===== config.mk =====
export PLATFORM = sky130hd
export DESIGN_NAME = fetch_queue
export DESIGN_NICKNAME = d
export VERILOG_FILES = /design/src/rtl/fetch_queue.sv
export SDC_FILE = /design/constraint.sdc
export NUM_CORES = 1
export LEC_CHECK = 0
export CORE_UTILIZATION = 60
export DETAILED_ROUTE_END_ITERATION = 8
export PLACE_DENSITY = 0.85
export SLEW_MARGIN = 20
export SYNTH_ARGS = -nofsm -noshare
export SYNTH_HDL_FRONTEND = slang
export SYNTH_SLANG_ARGS = --single-unit

===== constraint.sdc =====
create_clock -name clock -period 5.5 [get_ports clock]
set_input_delay 1.1 -clock clock [delete_from_list [all_inputs] [get_ports clock]]
set_output_delay 1.1 -clock clock [all_outputs]
set_load 0.02 [all_outputs]

===== src/rtl/fetch_queue.sv =====
// Prefetch queue for the instruction fetch unit.
// Fetches words from a variable-latency imem over req/ack and buffers
// {instruction, pc4} pairs for decode. A redirect flushes the queue and
// turns any outstanding request into a discard.
module fetch_queue #(
  parameter int              ADDR_W   = 32,
  parameter int              DATA_W   = 32,
  parameter int              DEPTH    = 4,
  parameter logic [ADDR_W-1:0] RESET_PC = '0
) (
  input  logic                         clock,
  input  logic                         reset,
  input  logic                         redirect,
  input  logic [ADDR_W-1:0]            redirect_addr,
  output logic                         imem_req,
  output logic [ADDR_W-1:0]            imem_addr,
  input  logic                         imem_ack,
  input  logic [DATA_W-1:0]            imem_rdata,
  output logic                         out_valid,
  input  logic                         out_ready,
  output logic [DATA_W-1:0]            instruction,
  output logic [ADDR_W-1:0]            pc4,
  output logic [$clog2(DEPTH+1)-1:0]   count
);
  localparam int CW = $clog2(DEPTH+1);
  localparam int PW = $clog2(DEPTH);

  typedef enum logic [1:0] {IDLE, WAIT, DISCARD} state_t;

  typedef struct packed {
    logic [DATA_W-1:0] instr;
    logic [ADDR_W-1:0] pc4;
  } entry_t;

  state_t            state, state_nxt;
  logic [ADDR_W-1:0] fetch_pc;
  logic [ADDR_W-1:0] old_addr;   // address of the request being discarded
  logic [PW-1:0]     wr_ptr, rd_ptr;
  entry_t            mem [DEPTH];

  logic              pop, push;
  logic [CW:0]       cnt_after;  // occupancy after this cycle's push/pop

  assign out_valid = (count != '0);
  assign pop       = out_valid & out_ready;
  assign push      = (state == WAIT) & imem_ack & ~redirect;
  assign cnt_after = {1'b0, count} + (CW+1)'(1) - (CW+1)'(pop);

  assign instruction = out_valid ? mem[rd_ptr].instr : '0;
  assign pc4         = out_valid ? mem[rd_ptr].pc4   : '0;

  // FSM state register
  always_ff @(posedge clock or negedge reset) begin
    if (!reset) state <= IDLE;
    else        state <= state_nxt;
  end

  // FSM next state; redirect dominates every other condition
  always_comb begin
    state_nxt = state;
    unique case (state)
      IDLE: begin
        if (!redirect && ((count < CW'(DEPTH)) || pop)) state_nxt = WAIT;
      end
      WAIT: begin
        if (redirect)      state_nxt = imem_ack ? IDLE : DISCARD;
        else if (imem_ack) state_nxt = (cnt_after < (CW+1)'(DEPTH)) ? WAIT : IDLE;
      end
      DISCARD: begin
        if (imem_ack) state_nxt = IDLE;
      end
      default: state_nxt = IDLE;
    endcase
  end

  // FSM outputs: request is held through WAIT and DISCARD
  always_comb begin
    imem_req  = (state == WAIT) || (state == DISCARD);
    imem_addr = (state == DISCARD) ? old_addr : fetch_pc;
  end

  // Fetch PC, pointers and occupancy
  always_ff @(posedge clock or negedge reset) begin
    if (!reset) begin
      fetch_pc <= RESET_PC;
      old_addr <= RESET_PC;
      wr_ptr   <= '0;
      rd_ptr   <= '0;
      count    <= '0;
    end else if (redirect) begin
      fetch_pc <= {redirect_addr[ADDR_W-1:2], 2'b00};
      if (state == WAIT) old_addr <= fetch_pc;
      wr_ptr   <= '0;
      rd_ptr   <= '0;
      count    <= '0;
    end else begin
      if (push) begin
        fetch_pc <= fetch_pc + ADDR_W'(4);
        wr_ptr   <= wr_ptr + PW'(1);
      end
      if (pop) rd_ptr <= rd_ptr + PW'(1);
      count <= count + CW'(push) - CW'(pop);
    end
  end

  // Queue storage; contents are masked by out_valid so no reset is needed
  always_ff @(posedge clock) begin
    if (push) mem[wr_ptr] <= '{instr: imem_rdata, pc4: imem_addr + ADDR_W'(4)};
  end

endmodule


Word level (Yosys, flattened, before mapping). Memory sizes are Yosys's and may differ from the RTL's. Cells that the tools add are included.

Word-level logic and storage cells: 55. ROM bits: 0. Latch bits: 0. Memories: 1. Input port bits: 69. Output and inout bits: 101. Bits in registers: 73. Bits in writable memories: 256.

Memories: mem (depth 4, bits a word 64, rd ports 1, clocked after memory_dff 0, write ports 1, line 39) `entry_t mem [DEPTH];`.

Divide/modulo/power cells: 0. Bitwise logic cells: 4. Add/sub/neg operators: 8. Order comparisons: 2. Muxes and demuxes: 19. Reductions and logical operators: 10. Equal/unequal tests: 5. Shift-type cells: 0. $mul: 0.

Operator list (count): 32-bit two-way mux (5); 32-bit by 3-bit adder with 32-bit output (second input constant) (2); 2-bit two-way mux (9); 2-bit case mux with 3 select lines (1); 2-bit by 1-bit adder with 2-bit output (second input constant) (2); 3-bit by 1-bit adder with 4-bit output (second input constant) (1); 4-bit by 3-bit less-than comparator with 1-bit output (second input constant) (1); 2-bit inequality test (second input constant) (2); 2-bit nonzero test (2); 4-bit by 1-bit subtractor with 4-bit output (1); 3-bit by 1-bit adder with 3-bit output (1); 1-bit bitwise AND (3); 3-bit less-than comparator (second input constant) (1); 1-bit two-way mux (3); 3-bit two-way mux (1); 3-bit inequality test (second input constant) (1); 3-bit AND reduction (1); 3-bit nonzero test (1); 3-bit by 1-bit subtractor with 3-bit output (1); 2-bit by 1-bit == test with 1-bit output (second input constant) (1); 2-bit == test (second input constant) (1); 2-bit zero test (1); 1-bit logical OR (2); 2-bit AND reduction (1); other kinds (3) (3).

Longest topological paths before layout.
Word-level depth: 8. Mapped depth: 13. Gate-level depth less buffers: 12.

Worst setup path after synthesis. Ideal clock, no wire load.

Kind: input port to flip-flop. From: input port redirect. To: memory mem[0][10] in the netlist's numbering (enable). Path buffers: 2. Cell stages on the path: 4. Arrival time: 3.115 ns. Required time: 5.073 ns. Slack: 1.958 ns. Cell sequence: clkbuf_1 clkbuf_1 nor2_1 and2_1.

Cells in the longest elaborated chain, start to end: 4.

RTL lines: from (decl) (line 13) `input logic redirect,`; 1-bit inverter (line 46) `assign push = (state == WAIT) & imem_ack & ~redirect;`; 1-bit bitwise AND (line 46); 1-bit two-way mux (line 108) `if (push) mem[wr_ptr] <= '{instr: imem_rdata, pc4: imem_addr + ADDR_W'(4)};`; 1-bit two-way mux (not written as such) (line 108); to (decl) (line 39).

Every way passes these cells.

Worst setup path in the final report.
From: register state[0]. To: output port imem_addr[24].

Cells in the longest elaborated chain, start to end: 2.

RTL lines: from (decl) (line 35) `state_t state, state_nxt;`; from (signal assigned) (line 55) `else state <= state_nxt;`; 2-bit == test (line 79) `imem_addr = (state == DISCARD) ? old_addr : fetch_pc;`; 32-bit two-way mux (line 79); to (decl) (line 16) `output logic [ADDR_W-1:0] imem_addr,`.

Every way passes these cells.

==> reports/results.ini <==
[run_status]
status=finished clean

[yosys]
yosysWarningCount=0
synth_area_leaders=edfxtp_1 53%, dfrtp_1 12%, mux4_2 10%
yosys.area.top_type=edfxtp_1
ys_seq_elements=317
ys_top_cells_by_count=248 x edfxtp_1, 69 x dfrtp_1, 68 x and2_1, 66 x nand2_1, 62 x mux4_2
synth_edf_count=248
async_flop_share=0.218
synthMostInstantiatedCell=edfxtp_1
ys_types=56
synthCells=880
synth-main-ff-cell=edfxtp_1
synth_area_sq_um=14000
ys_seq_area_frac=0.657
avgSynthCellArea_sq_um=15.9
post-synth-top-area-fraction=0.533

[sta]
rsz0062_at_grt=no
maxSlewHeadroom=0.318
fmax_mhz=230
setup_tns_ps=0
final_max_slew_viol_count=0
post-route-period-util=0.789
skew_ps=9.80
fin_crit_ps=4340
setup_viol=0
worst_slack_ps=1160
hold_viol_final=0
max_slew.worst_pin.slew_ps=1020

[route]
vias=7767
via_per_inst=5.78
wl_met1_mm=11.6
met2WireLength_mm=12.9
top_layer=met4
first_pass_iters=6
met3_length_mm=1.39
wire_per_inst_um=19.6
drtIter0Drc=451
wirelength_mm=26.4
route.antenna.remaining_nets=0
drc=0

[clock_network]
cts_num_sinks=317
h-tree-depth=1
clk_path_buf_depth=3
cts_made_buffers=31
cts_setup_buffers=0
root_buffer=clkbuf_16
clk_pin_slew_ps=60
cts_tree=done
postCtsHoldBufs=0
cts_resized=0
clk_latency_ps=550

[finish]
syn_to_final_growth_pct=20.1
seqCellArea_sq_um=9180
n_antenna_cell=0
nFillCells=1410
final_nets=1118
drive_above_1_share=0.176
multi_input_area_sq_um=4460

[global_route]
grt_pass1_vias=8050
grt_usage=0.232
grt_first_pass_wirelength_mm=42.6
grt_max_degree=71
antenna_found_initial=0
grt_overflow=0

[worst_setup_path]
crit_start=state[0]
crit_family=buffers and inverters
reg2reg_depth=9
r2r_end=mem[0][30]
cp-start-kind=register
path_depth=6
critical_path.max_fanout=41
crit_chain=inv_1, ha_2, buf_4, mux2i_1, inv_1, clkdlybuf4s50_1
slowest_delay_ps=740
critical_path_buf_inv_count=4
rrSetupSlack_ps=2100
slowest_stage=ha_2
cp.arrival_ps=3240
endpoint_kind=output port
cp-endpoint=imem_addr[24]
r2r-start=state[0]
criticalPathCategory=register to output port
required_ps=4400
cp_common_cell=inv_1

[placement]
dp_hpwl_mm=16.6
post-place-ws_ps=1750
port_buffers=163
gp_congestion=0.772

[floorplanning]
io_pins=170
die_x_um=155
initial_core_util=0.615
dieArea_sq_um=23900
die_y_um=155
fp.coreArea_sq_um=22700
row_count=55

[pwr]
leakage_nw=5.77
ir_worst_vdd_v=0.000278
power_density_nw_per_um2=455

[job]
maxCapViolations=0

[worst_hold_path]
hp-class=register to register

## power by group
part	switching (mW)	leakage (nW)	internal, mW	total, mW
registers	0.239	3.09	2.92	3.15
clock network	0.824	0.471	1.22	2.04
logic	1.21	2.20	1.23	2.44
## kinds of logic (layout without fill, tap and decap cells)
logic type               count (synthesis)  count (layout)  synth area share
AO/OA/AOI/OAI                           60              60            0.0284
XOR/XNOR                                59              59            0.0370
adder cells (fa/ha/maj)                 12              12            0.0113
buffers and inverters                   76             252            0.0252
flip-flops                             317             317             0.657
multiplexers                           117             117             0.144
other                                    1               4          0.000269
AND/OR/NAND/NOR                        238             238            0.0972
## metal layers
metal / GRT usage / vias up
met2: 0.388 / 229
li1: - / 3615
met3: 0.0328 / 34
met4: 0.0542 / 0
met5: 0 / -
met1: 0.327 / 3889
## tightest hold or removal path: stages, from the launching register on
cell     delay (ps)
dfrtp_1         350
nand2_1          40
o21ai_0          60
## worst min-delay path by stage
stage                 startpoint      endpoint  slack, ps  cells past startpoint
floorplan           old_addr[30]  old_addr[30]        450                      2
global placement    old_addr[30]  old_addr[30]        460                      2
detailed placement  old_addr[30]  old_addr[30]        470                      2
CTS                 old_addr[30]  old_addr[30]        490                      2
global route        old_addr[14]  old_addr[14]        520                      1
finish              old_addr[30]  old_addr[30]        490                      2
## area by class of cell
cell class	instances	share of cell area
clock buffer	42	0.0487
multi-input combinational	490	0.266
sequential	317	0.547
timing repair buffer	175	0.103
clock inverter	13	0.00947
inverter	22	0.00492
tap	285	0.0213
## cell usage in the layout (no fill, tap or decap), drive strengths merged, types with 3 or more instances in the layout
cell           instances
edfxtp               248
clkdlybuf4s50        161
dfrtp                 69
and2                  68
nand2                 67
mux4                  62
mux2                  46
clkbuf                42
o21ai                 39
xor2                  38
nand3                 26
inv                   22
xnor2                 21
nor2                  21
nand4                 20
buf                   14
ha                    11
mux2i                  9
nor3                   8
clkinv                 8
and4                   7
a21oi                  5
conb                   4
bufinv                 4
nand3b                 4
nor4                   4
nor2b                  3
a31oi                  3
and3                   3
a211oi                 3
## metrics by stage
step	hold WS [ps]	cell area, sq um	utilization	total power [mW]	std cells
global placement	462	15800	0.696	5.59	1289
CTS	486	16800	0.739	7.71	1344
global route	523	16800	0.739	7.99	1344
floorplan	450	14000	-	4.70	883
detailed placement	471	15800	0.696	5.66	1289
finish	486	16800	0.739	7.63	1344
## registers in the layout, indices dropped and copies added, names as in the netlist
signal	cells
old_addr	30
wr_ptr	2
mem	248
fetch_pc	30
rd_ptr	2
count	3
state	2
No activity file was read; power rests on OpenSTA's default activity.
